**src/rtl/axi_conv_result_tx_if.sv**
```systemverilog
// axi_conv_result_tx_if
// Groups the controller-side push handshake and the AXI4-Stream master
// channel of axi_conv_result_tx. The design drives the "master" modport;
// the controller/DMA side (or a bench) uses "slave".
//
// Handshakes: a transfer happens on a rising clock edge where the sender's
// valid (controller_has_data / M_AXIS_TVALID) and the receiver's ready
// (controller_tx_ready / M_AXIS_TREADY) are both high; once the stream
// side raises TVALID it holds TVALID, TDATA and TLAST until TREADY is seen.
interface axi_conv_result_tx_if #(
    parameter int DATA_WIDTH = 16
);
    logic                    controller_has_data;
    logic [DATA_WIDTH-1:0]   controller_data;
    logic                    controller_tx_ready;
    logic                    M_AXIS_TVALID;
    logic [DATA_WIDTH-1:0]   M_AXIS_TDATA;
    logic [DATA_WIDTH/8-1:0] M_AXIS_TSTRB;
    logic                    M_AXIS_TLAST;
    logic                    M_AXIS_TREADY;
    logic                    frame_done;

    modport master (
        input  controller_has_data,
        input  controller_data,
        output controller_tx_ready,
        output M_AXIS_TVALID,
        output M_AXIS_TDATA,
        output M_AXIS_TSTRB,
        output M_AXIS_TLAST,
        input  M_AXIS_TREADY,
        output frame_done
    );

    modport slave (
        output controller_has_data,
        output controller_data,
        input  controller_tx_ready,
        input  M_AXIS_TVALID,
        input  M_AXIS_TDATA,
        input  M_AXIS_TSTRB,
        input  M_AXIS_TLAST,
        output M_AXIS_TREADY,
        input  frame_done
    );
endinterface

```
**src/rtl/axi_conv_result_tx.sv**
```systemverilog
// axi_conv_result_tx
// AXI4-Stream master draining convolution result words toward a DMA S2MM
// channel. Words enter a FIFO through a valid/ready push, are popped into a
// single output register (TDATA/TLAST/TVALID) and leave as stream beats.
// Optional framing (beat counter, TLAST, frame_done) is built only when the
// macro CONV_TX_TLAST_EN is defined; otherwise the stream is unframed.
// o_dbg_state exposes the output-stage state (0 = EMPTY, 1 = HOLD).
module axi_conv_result_tx #(
    parameter int DATA_WIDTH = 16,
    parameter int FIFO_DEPTH = 8,
    parameter int FRAME_LEN  = 64
) (
    input  logic                 M_AXIS_ACLK,
    input  logic                 M_AXIS_ARESETN,
    axi_conv_result_tx_if.master bus,
    output logic                 o_dbg_state
);

    localparam int AW = (FIFO_DEPTH > 1) ? $clog2(FIFO_DEPTH) : 1;
    localparam int CW = AW + 1;
    localparam logic [CW-1:0] FULL_CNT = CW'(FIFO_DEPTH);

    // Reject parameter sets the pointer arithmetic cannot handle.
    if ((DATA_WIDTH % 8) != 0 || FIFO_DEPTH < 2 ||
        (FIFO_DEPTH & (FIFO_DEPTH - 1)) != 0 || FRAME_LEN < 1) begin : g_param_check
        $error("axi_conv_result_tx: illegal parameter combination");
    end

    typedef enum logic {
        ST_EMPTY = 1'b0,
        ST_HOLD  = 1'b1
    } state_t;

    state_t                r_state;
    state_t                w_state_nxt;
    logic [DATA_WIDTH-1:0] r_mem [FIFO_DEPTH];
    logic [AW-1:0]         r_wr_ptr;
    logic [AW-1:0]         r_rd_ptr;
    logic [CW-1:0]         r_count;
    logic [DATA_WIDTH-1:0] r_tdata;
    logic                  w_push;
    logic                  w_pop;
    logic                  w_fifo_ne;
    logic                  w_not_full;

    // Full blocks the writer even if a pop happens the same cycle: no bypass.
    assign w_not_full = (r_count != FULL_CNT);
    assign w_fifo_ne  = (r_count != '0);
    assign w_push     = bus.controller_has_data && w_not_full;

    assign bus.controller_tx_ready = w_not_full;
    assign bus.M_AXIS_TVALID       = (r_state == ST_HOLD);
    assign bus.M_AXIS_TDATA        = r_tdata;
    assign bus.M_AXIS_TSTRB        = '1;
    assign o_dbg_state             = r_state;

    // Output-stage next state and pop decision; TREADY only affects what is
    // loaded at the next edge, never TVALID in the current cycle.
    always_comb begin
        w_state_nxt = r_state;
        w_pop       = 1'b0;
        case (r_state)
            ST_EMPTY: begin
                if (w_fifo_ne) begin
                    w_pop       = 1'b1;
                    w_state_nxt = ST_HOLD;
                end
            end
            ST_HOLD: begin
                if (bus.M_AXIS_TREADY) begin
                    if (w_fifo_ne) begin
                        w_pop = 1'b1;
                    end else begin
                        w_state_nxt = ST_EMPTY;
                    end
                end
            end
        endcase
    end

    // Output-stage state register.
    always_ff @(posedge M_AXIS_ACLK or negedge M_AXIS_ARESETN) begin
        if (!M_AXIS_ARESETN) begin
            r_state <= ST_EMPTY;
        end else begin
            r_state <= w_state_nxt;
        end
    end

    // FIFO storage; contents are meaningless until written so no reset.
    always_ff @(posedge M_AXIS_ACLK) begin
        if (w_push) begin
            r_mem[r_wr_ptr] <= bus.controller_data;
        end
    end

    // FIFO pointers (wrap naturally, depth is a power of two) and occupancy.
    always_ff @(posedge M_AXIS_ACLK or negedge M_AXIS_ARESETN) begin
        if (!M_AXIS_ARESETN) begin
            r_wr_ptr <= '0;
            r_rd_ptr <= '0;
            r_count  <= '0;
        end else begin
            if (w_push) begin
                r_wr_ptr <= r_wr_ptr + AW'(1);
            end
            if (w_pop) begin
                r_rd_ptr <= r_rd_ptr + AW'(1);
            end
            case ({w_push, w_pop})
                2'b10:   r_count <= r_count + CW'(1);
                2'b01:   r_count <= r_count - CW'(1);
                default: r_count <= r_count;
            endcase
        end
    end

    // Output data register: loaded only on a pop, so it holds under stall.
    always_ff @(posedge M_AXIS_ACLK or negedge M_AXIS_ARESETN) begin
        if (!M_AXIS_ARESETN) begin
            r_tdata <= '0;
        end else if (w_pop) begin
            r_tdata <= r_mem[r_rd_ptr];
        end
    end

`ifdef CONV_TX_TLAST_EN
    localparam int BW = (FRAME_LEN > 1) ? $clog2(FRAME_LEN) : 1;
    localparam logic [BW-1:0] LAST_IDX = BW'(FRAME_LEN - 1);

    logic          w_accept;
    logic [BW-1:0] r_beat_cnt;
    logic [BW-1:0] w_beat_nxt;
    logic          r_tlast;
    logic          r_frame_done;

    assign w_accept         = (r_state == ST_HOLD) && bus.M_AXIS_TREADY;
    assign bus.M_AXIS_TLAST = r_tlast;
    assign bus.frame_done   = r_frame_done;

    // Beat index after this edge; it is also the index of any word loaded
    // at this edge, which is what TLAST must reflect.
    always_comb begin
        w_beat_nxt = r_beat_cnt;
        if (w_accept) begin
            w_beat_nxt = (r_beat_cnt == LAST_IDX) ? '0 : r_beat_cnt + BW'(1);
        end
    end

    // Beat counter, TLAST captured at load time, frame_done pulse.
    always_ff @(posedge M_AXIS_ACLK or negedge M_AXIS_ARESETN) begin
        if (!M_AXIS_ARESETN) begin
            r_beat_cnt   <= '0;
            r_tlast      <= 1'b0;
            r_frame_done <= 1'b0;
        end else begin
            r_beat_cnt   <= w_beat_nxt;
            r_frame_done <= w_accept && r_tlast;
            if (w_pop) begin
                r_tlast <= (w_beat_nxt == LAST_IDX);
            end
        end
    end
`else
    assign bus.M_AXIS_TLAST = 1'b0;
    assign bus.frame_done   = 1'b0;
`endif

endmodule

```
**src/flat_wrapper.sv**
```systemverilog
// flat-port wrapper written by rule: the top's interface ports become plain ports
module axi_conv_result_tx_flat 
#(
    parameter int DATA_WIDTH = 16,
    parameter int FIFO_DEPTH = 8,
    parameter int FRAME_LEN  = 64
)
  (M_AXIS_ACLK, M_AXIS_ARESETN, o_dbg_state, bus_controller_has_data, bus_controller_data, bus_controller_tx_ready, bus_M_AXIS_TVALID, bus_M_AXIS_TDATA, bus_M_AXIS_TSTRB, bus_M_AXIS_TLAST, bus_M_AXIS_TREADY, bus_frame_done);
  axi_conv_result_tx_if #(.DATA_WIDTH(DATA_WIDTH)) bus_i ();
  input  logic M_AXIS_ACLK;
  input  logic M_AXIS_ARESETN;
  output logic o_dbg_state;
  input wire logic [$bits(bus_i.controller_has_data)-1:0] bus_controller_has_data;
  input wire logic [$bits(bus_i.controller_data)-1:0] bus_controller_data;
  output wire logic [$bits(bus_i.controller_tx_ready)-1:0] bus_controller_tx_ready;
  output wire logic [$bits(bus_i.M_AXIS_TVALID)-1:0] bus_M_AXIS_TVALID;
  output wire logic [$bits(bus_i.M_AXIS_TDATA)-1:0] bus_M_AXIS_TDATA;
  output wire logic [$bits(bus_i.M_AXIS_TSTRB)-1:0] bus_M_AXIS_TSTRB;
  output wire logic [$bits(bus_i.M_AXIS_TLAST)-1:0] bus_M_AXIS_TLAST;
  input wire logic [$bits(bus_i.M_AXIS_TREADY)-1:0] bus_M_AXIS_TREADY;
  output wire logic [$bits(bus_i.frame_done)-1:0] bus_frame_done;
  assign bus_i.controller_has_data = bus_controller_has_data;
  assign bus_i.controller_data = bus_controller_data;
  assign bus_controller_tx_ready = bus_i.controller_tx_ready;
  assign bus_M_AXIS_TVALID = bus_i.M_AXIS_TVALID;
  assign bus_M_AXIS_TDATA = bus_i.M_AXIS_TDATA;
  assign bus_M_AXIS_TSTRB = bus_i.M_AXIS_TSTRB;
  assign bus_M_AXIS_TLAST = bus_i.M_AXIS_TLAST;
  assign bus_i.M_AXIS_TREADY = bus_M_AXIS_TREADY;
  assign bus_frame_done = bus_i.frame_done;
  axi_conv_result_tx #(.DATA_WIDTH(DATA_WIDTH), .FIFO_DEPTH(FIFO_DEPTH), .FRAME_LEN(FRAME_LEN)) u_core (.M_AXIS_ACLK(M_AXIS_ACLK), .M_AXIS_ARESETN(M_AXIS_ARESETN), .bus(bus_i), .o_dbg_state(o_dbg_state));
endmodule
```
**config.mk**
```make
export PLATFORM = sky130hd
export DESIGN_NAME = axi_conv_result_tx_flat
export DESIGN_NICKNAME = d
export VERILOG_FILES = /design/src/rtl/axi_conv_result_tx_if.sv /design/src/rtl/axi_conv_result_tx.sv /design/src/flat_wrapper.sv
export SDC_FILE = /design/constraint.sdc
export NUM_CORES = 1
export LEC_CHECK = 0
export BUFFER_PORTS_ARGS = -buffer_cell sky130_fd_sc_hd__buf_4
export CAP_MARGIN = 5
export CELL_PAD_IN_SITES_DETAIL_PLACEMENT = 2
export CELL_PAD_IN_SITES_GLOBAL_PLACEMENT = 2
export CORE_MARGIN = 2
export CORE_UTILIZATION = 48
export DETAILED_ROUTE_END_ITERATION = 16
export PLACE_DENSITY_LB_ADDON = 0.08
export SETUP_SLACK_MARGIN = 0.2
export SLEW_MARGIN = 40
export SYNTH_ARGS = -nofsm -noshare
export SYNTH_HDL_FRONTEND = slang
export SYNTH_SLANG_ARGS = --single-unit
```
**constraint.sdc**
```tcl
create_clock -name M_AXIS_ACLK -period 6.3 [get_ports M_AXIS_ACLK]
set_clock_uncertainty 0.15 [all_clocks]
set_input_delay 0.315 -clock M_AXIS_ACLK [delete_from_list [all_inputs] [get_ports M_AXIS_ACLK]]
set_output_delay 0.315 -clock M_AXIS_ACLK [all_outputs]
set_load 0.005 [all_outputs]
```
# == Word-level counts from Yosys, hierarchy flattened ==
# Memories as Yosys holds them, arrays and structs flattened. A register that Yosys moved wholly into a read port is not among the register bits.
# Cells that the tools add are included.
# word_totals
ff_bits,11
ram_bits,128
inputBits,20
wordCells,25
n_memories,1
# classes
add_sub_neg,4
eq_ne,3
muxes,8
n_bitwise,1
n_reduce_logical,4
# memory_table
memory,depth,width,read_ports,rd_clocked_by_memory_dff,write_ports,line_no,text
u_core.r_mem,8,16,1,1,1,axi_conv_result_tx.sv:36,logic [DATA_WIDTH-1:0] r_mem [FIFO_DEPTH];
# ops
operator,n
4-bit case mux with 2 select lines,1
"3-bit by 1-bit adder with 3-bit output, second input constant",2
1-bit two-way mux,5
"4-bit by 1-bit adder with 4-bit output, second input constant",1
"4-bit inequality test, second input constant",1
1-bit case mux with 2 select lines,2
4-bit nonzero test,1
"4-bit by 1-bit subtractor with 4-bit output, second input constant",1
"2-bit by 1-bit == test with 1-bit output, second input constant",1
"2-bit == test, second input constant",1
2-bit nonzero test,1
1-bit logical AND,1
1-bit logical NOT,1
1-bit inverter,1

# == Logic depth before layout (Yosys ltp) ==
# depth
depth_word,6
mapped_depth,13
ltp_nobuf,10

# == Worst setup path after synthesis ==
# No wires, ideal clock.
# synth_path
path_kind,register to register
startpoint,reg u_core.r_count[1]
endpoint,"mem u_core.r_mem[0][0], enable pin"
t_arrival_ns,2.363
path_slack_ns,3.357
stages_incl_launch_ff,6
cell_sequence,dfrtp_1 -> buf_2 -> nor3_1 -> nand2_1 -> nand2_2 -> nor4_1
# synth_between
elab_chain_len,4
# synth_rtl
element,line_no,text
start: declaration,axi_conv_result_tx.sv:39,logic [CW-1:0] r_count;
start signal: assignment,axi_conv_result_tx.sv:111,2'b10: r_count <= r_count + CW'(1);
start signal: assignment,axi_conv_result_tx.sv:112,2'b01: r_count <= r_count - CW'(1);
start signal: assignment,axi_conv_result_tx.sv:113,default: r_count <= r_count;
4-bit inequality test,axi_conv_result_tx.sv:47,assign w_not_full = (r_count != FULL_CNT);
via bus_controller_tx_ready,flat_wrapper.sv:15,output wire logic [$bits(bus_i.controller_tx_ready)-1:0] bus_controller_tx_ready;
1-bit logical AND,axi_conv_result_tx.sv:49,assign w_push = bus.controller_has_data && w_not_full;
1-bit two-way mux,axi_conv_result_tx.sv:92,if (w_push) begin
1-bit two-way mux (not written as such),axi_conv_result_tx.sv:93,r_mem[r_wr_ptr] <= bus.controller_data;
end: declaration,axi_conv_result_tx.sv:36,
# The timed path passes the listed nets, and every way through them passes these cells.

# == Final worst setup path ==
# layout_path
startpoint,reg u_core.r_count[2]
endpoint,reg u_core.r_count[2]
# layout_between
elab_chain_len,6
# layout_rtl
element,line_no,text
4-bit nonzero test,axi_conv_result_tx.sv:48,assign w_fifo_ne = (r_count != '0);
1-bit two-way mux,"axi_conv_result_tx.sv:64, axi_conv_result_tx.sv:71",
1-bit two-way mux,axi_conv_result_tx.sv:70,if (bus.M_AXIS_TREADY) begin
1-bit case mux with 2 select lines,axi_conv_result_tx.sv:62,case (r_state)
2-bit by 1-bit == test with 1-bit output or 2-bit == test (tied branches),axi_conv_result_tx.sv:110,"case ({w_push, w_pop})"
4-bit case mux with 2 select lines or 2-bit nonzero test (tied branches),--,
# Several ways; a longest one is shown, not always the timed one.
# A chain may end at the register's enable or synchronous reset.

==> Implementation_results.wiki <==
{| class="wikitable"
! Metric !! Value
|-
| Outcome || finished, final reports clean
|-
| Sort of element at the end of the critical path || register
|-
| Routed length per placed instance || 26.8 um
|-
| Area share of the leading cell type in the synthesized netlist || 0.625
|-
| Number of sinks handled by clock tree synthesis || 155
|-
| Drc violations || 0
|-
| Switching power || 1.18 mW
|-
| Count of input and output buffers || 38
|-
| CTS clock-pin slew for the worst setup and hold paths || 60 ps
|-
| Share of synthesized area occupied by flip-flops and latches || 0.735
|-
| Final non-filler cell total || 626
|-
| Number of max-slew violations in the final report || 0
|-
| # IOs || 43
|-
| Antenna diodes || 0
|-
| Layout Nets || 466
|-
| Final Hold Violating Endpoints || 0
|-
| Placed instance count || just under 600
|-
| Average via count per standard cell || 5.60
|-
| Xor-xnor portion of the synthesized cell area || 0.0128
|-
| Post-synthesis cell count || 378
|-
| Data arrival time at the worst-slack endpoint || 3190 ps
|-
| Synth cell types || 31
|-
| Number of antenna violations at the first check in global routing || 0
|-
| CTS buffer count || 17
|-
| Global-route usage over all layers || 0.263
|-
| Minimum clock period || slightly above 3000 ps
|-
| Max cap viols || 0
|-
| Number of optimization iterations in the first detailed-route pass || 4
|-
| Fraction of final layout cells sized beyond drive strength 1 || 0.207
|-
| Capturing element of the worst setup path || u_core.r_count[2]
|-
| Post-synthesis area per instance || 16.3 um2
|-
| Endpoint of the worst register-to-register path || u_core.r_count[2]
|-
| Clock network power share || 0.299
|-
| Class of the most critical hold timing path || in2reg
|-
| Placeable Area || 0.0126 mm2
|-
| Mux share of post-synthesis cell area || 0.108
|-
| Worst reg2reg startpoint || u_core.r_count[2]
|-
| Clock root buffer || sky130_fd_sc_hd__clkbuf_16
|-
| Period Utilization, post-route || 0.482
|-
| Post-place instance area || about 0.0066 mm2
|-
| Detailed router's first-iteration violation count || 182
|-
| Post-Synth Adder-Cell Area || 0.0102
|-
| Combinational power share || 0.273
|-
| R2R Setup Slk || 3260 ps
|-
| Worst skew pair latency || 430 ps
|-
| Antenna Nets Post-Route || 0
|-
| Area fraction in compound gates after synthesis || 0.0423
|-
| Worst hold slack || 53.2 ps
|-
| Unrepaired setup endpoints after global routing || no
|-
| Initial Util || 0.489
|-
| Synthesized cell area || around 0.006 mm2
|-
| Gpl congestion || ~0.74
|-
| Post-synthesis cell type with the largest combined area || sky130_fd_sc_hd__edfxtp_1
|-
| Sw Share || 0.331
|-
| Timing startpoint of the critical path || u_core.r_count[2]
|-
| Vias in the first global route || 4009
|-
| Number of vias after detailed routing || ~3.5k
|-
| Number of inserted filler cells in the final layout || 1085
|-
| Worst Path Max Fanout || 20
|-
| Global-route wire length before repair || 24.7 mm
|-
| Data required time of the critical path || 6450 ps
|-
| Cell types with the largest area share after synthesis || sky130_fd_sc_hd__edfxtp_1 (62%), sky130_fd_sc_hd__dfrtp_1 (11%), sky130_fd_sc_hd__mux2i_1 (10%)
|-
| Max_slew headroom || 0.420
|-
| Part of the power in registers || 0.428
|-
| Die Span Y || 117 um
|-
| Cell depth of the worst min-delay path || 3
|-
| Die boundary width || 117 um
|-
| R2r worst-path depth || 10
|-
| Post-synthesis register bit count || 155
|-
| Kind of start point of the critical path || register
|-
| Largest family of logic cells by synthesized area || multiplexers
|-
| Final Util || 0.589
|-
| Worst Path Class, Setup || reg2reg
|-
| Largest net degree at the start of global routing || 35
|-
| Congestion Overflow GR || 0
|-
| Leakage power || roughly 2.8 nW
|-
| Clock tree from TritonCTS || done
|-
| Peak clock frequency supported by timing || 329 MHz
|-
| Internal power summed over all cells || approximately 2.4 mW
|-
| Final standard cell area without fillers || 0.00740 mm2
|-
| Warnings from Yosys || 0
|-
| Layout overhead on the synthesized area || 20.3%
|-
| Max clock buf depth || 2
|-
| Slew at the pin closest to its max-slew limit || 867 ps
|-
| Ratio of total power to cell area || 484 mW/mm2
|-
| H-Tree Level Count || 4
|-
| DRT Wirelength || about 17 mm
|-
| Final-layout setup total negative slack || 0 ps
|-
| Sum of net half-perimeters after detailed placement || 9.43 mm
|-
| Number of standard-cell rows in the floorplan || 41
|-
| Total die area || ~0.014 mm2
|-
| Final setup vio count || 0
|-
| Worst vdd rail ir drop || 0.204 mV
|-
| Simple logic cell fraction of the synthesized area || 0.0616
|}
critical path, stage by stage, from the launching register on:
cell and delay (ps):
sky130_fd_sc_hd__dfrtp_1 460, sky130_fd_sc_hd__nor4_2 350, sky130_fd_sc_hd__nand2b_2 530, sky130_fd_sc_hd__inv_6 190, sky130_fd_sc_hd__ha_1 310, sky130_fd_sc_hd__xor2_1 170
sky130_fd_sc_hd__ha_1 190, sky130_fd_sc_hd__a21oi_1 160, sky130_fd_sc_hd__xor2_1 180, sky130_fd_sc_hd__nor2_1 80, sky130_fd_sc_hd__xor2_1 150
Yosys cell counts:
cell / number
sky130_fd_sc_hd__buf_4: 9
sky130_fd_sc_hd__nor4_2: 1
sky130_fd_sc_hd__a21oi_1: 2
sky130_fd_sc_hd__ha_1: 5
sky130_fd_sc_hd__and3b_1: 1
sky130_fd_sc_hd__inv_6: 1
sky130_fd_sc_hd__nor2b_1: 3
sky130_fd_sc_hd__buf_6: 4
sky130_fd_sc_hd__clkbuf_2: 1
sky130_fd_sc_hd__nor4_1: 1
sky130_fd_sc_hd__nor3_1: 5
sky130_fd_sc_hd__nand2b_1: 4
sky130_fd_sc_hd__conb_1: 2
sky130_fd_sc_hd__nand3b_1: 1
sky130_fd_sc_hd__clkbuf_1: 1
sky130_fd_sc_hd__nand3_1: 18
sky130_fd_sc_hd__o21ai_0: 2
sky130_fd_sc_hd__edfxtp_1: 128
sky130_fd_sc_hd__xnor2_1: 5
sky130_fd_sc_hd__mux2_2: 2
sky130_fd_sc_hd__mux2i_1: 64
sky130_fd_sc_hd__nand2_2: 1
sky130_fd_sc_hd__buf_8: 1
sky130_fd_sc_hd__nor2_1: 5
sky130_fd_sc_hd__nor3b_1: 1
sky130_fd_sc_hd__dfrtp_1: 27
sky130_fd_sc_hd__and2_1: 1
sky130_fd_sc_hd__a22oi_1: 32
sky130_fd_sc_hd__nand2_1: 39
sky130_fd_sc_hd__xor2_1: 4
sky130_fd_sc_hd__buf_2: 7
layer usage:
layer / vias to the layer above / track usage / wire length, um
met5: - / 0 / 0
met4: 0 / 0.105 / 350
met3: 28 / 0.0572 / 670
met2: 86 / 0.468 / 9240
met1: 1840 / 0.311 / 6520
li1: 1549 / - / -
sequential cells by signal (all words and copies together), names as in the netlist:
signal and flops:
u_core.bus.M_AXIS_TDATA 16, u_core.r_rd_ptr 3, u_core.bus.M_AXIS_TVALID 1, u_core.r_count 4
u_core.r_wr_ptr 3, u_core.r_mem 128
worst min path at each step:
stage	from	to	slack, ps
final	bus_controller_has_data	u_core.r_wr_ptr[2]	50
after global routing	bus_controller_has_data	u_core.r_wr_ptr[2]	50
after CTS	bus_controller_has_data	u_core.r_wr_ptr[2]	40
after detailed placement	M_AXIS_ARESETN	u_core.bus.M_AXIS_TDATA[1]	130
after global placement	M_AXIS_ARESETN	u_core.bus.M_AXIS_TDATA[1]	120
after floorplan	M_AXIS_ARESETN	u_core.bus.M_AXIS_TDATA[0]	-130
logic make-up after synthesis:
kind of cell,Yosys count
flip-flops,155
AND/OR/NAND/NOR,81
multiplexers,66
AO/OA/AOI/OAI,36
buffers and inverters,24
XOR/XNOR,9
adder cells (fa/ha/maj),5
other,2
area by class of cell:
type                       count  area, um2  area share
clock buffer                  18        429      0.0580
clock inverter                14        178      0.0240
inverter                       1       8.76     0.00118
multi-input combinational    201       1520       0.205
sequential                   155       4520       0.611
tap                          172        215      0.0291
timing repair buffer          65        531      0.0717
metrics by stage:
stage | worst slack [ps] | power, mW
after global routing | 3080 | 3.74
after floorplan | 3360 | 2.10
after detailed placement | 3280 | 2.49
after CTS | 3230 | 3.59
after global placement | 3080 | 2.39
final | 3260 | 3.58
power by group through the flow:
stage / clock (mW) / sequential [mW] / combinational (mW)
6_report: 1.07 / 1.53 / 0.977
5_1_grt: 1.12 / 1.55 / 1.06
4_1_cts: 1.08 / 1.53 / 0.984
3_5_place_dp: 0 / 1.54 / 0.948
3_3_place_gp: 0 / 1.51 / 0.881
2_1_floorplan: 0 / 1.43 / 0.665
layout by cell type (no fill, tap or decap), types with 2 or more instances in the layout:
master	count
sky130_fd_sc_hd__conb_1	4
sky130_fd_sc_hd__buf_4	48
sky130_fd_sc_hd__nand2b_1	3
sky130_fd_sc_hd__edfxtp_1	128
sky130_fd_sc_hd__clkinvlp_4	4
sky130_fd_sc_hd__xnor2_1	5
sky130_fd_sc_hd__a22oi_1	32
sky130_fd_sc_hd__mux2_2	2
sky130_fd_sc_hd__ha_1	5
sky130_fd_sc_hd__nor2_1	3
sky130_fd_sc_hd__clkbuf_16	17
sky130_fd_sc_hd__dlygate4sd3_1	17
sky130_fd_sc_hd__nor2_2	2
sky130_fd_sc_hd__o21ai_0	2
sky130_fd_sc_hd__a21oi_1	2
sky130_fd_sc_hd__bufinv_16	4
sky130_fd_sc_hd__nand3_1	18
sky130_fd_sc_hd__nor3_2	3
sky130_fd_sc_hd__dfrtp_1	26
sky130_fd_sc_hd__nor2b_4	2
sky130_fd_sc_hd__clkinv_2	4
sky130_fd_sc_hd__nor4_2	2
sky130_fd_sc_hd__nand2_1	39
sky130_fd_sc_hd__clkinv_1	2
sky130_fd_sc_hd__mux2i_1	64
sky130_fd_sc_hd__xor2_1	4
timing repair:
item / CTS / global route
resized for setup: 0 / 0
endpoints found under the hold margin: 155 / 0
hold buffers: 17 / 0
setup buffers: 0 / 0
No activity file was read; power rests on OpenSTA's default activity.
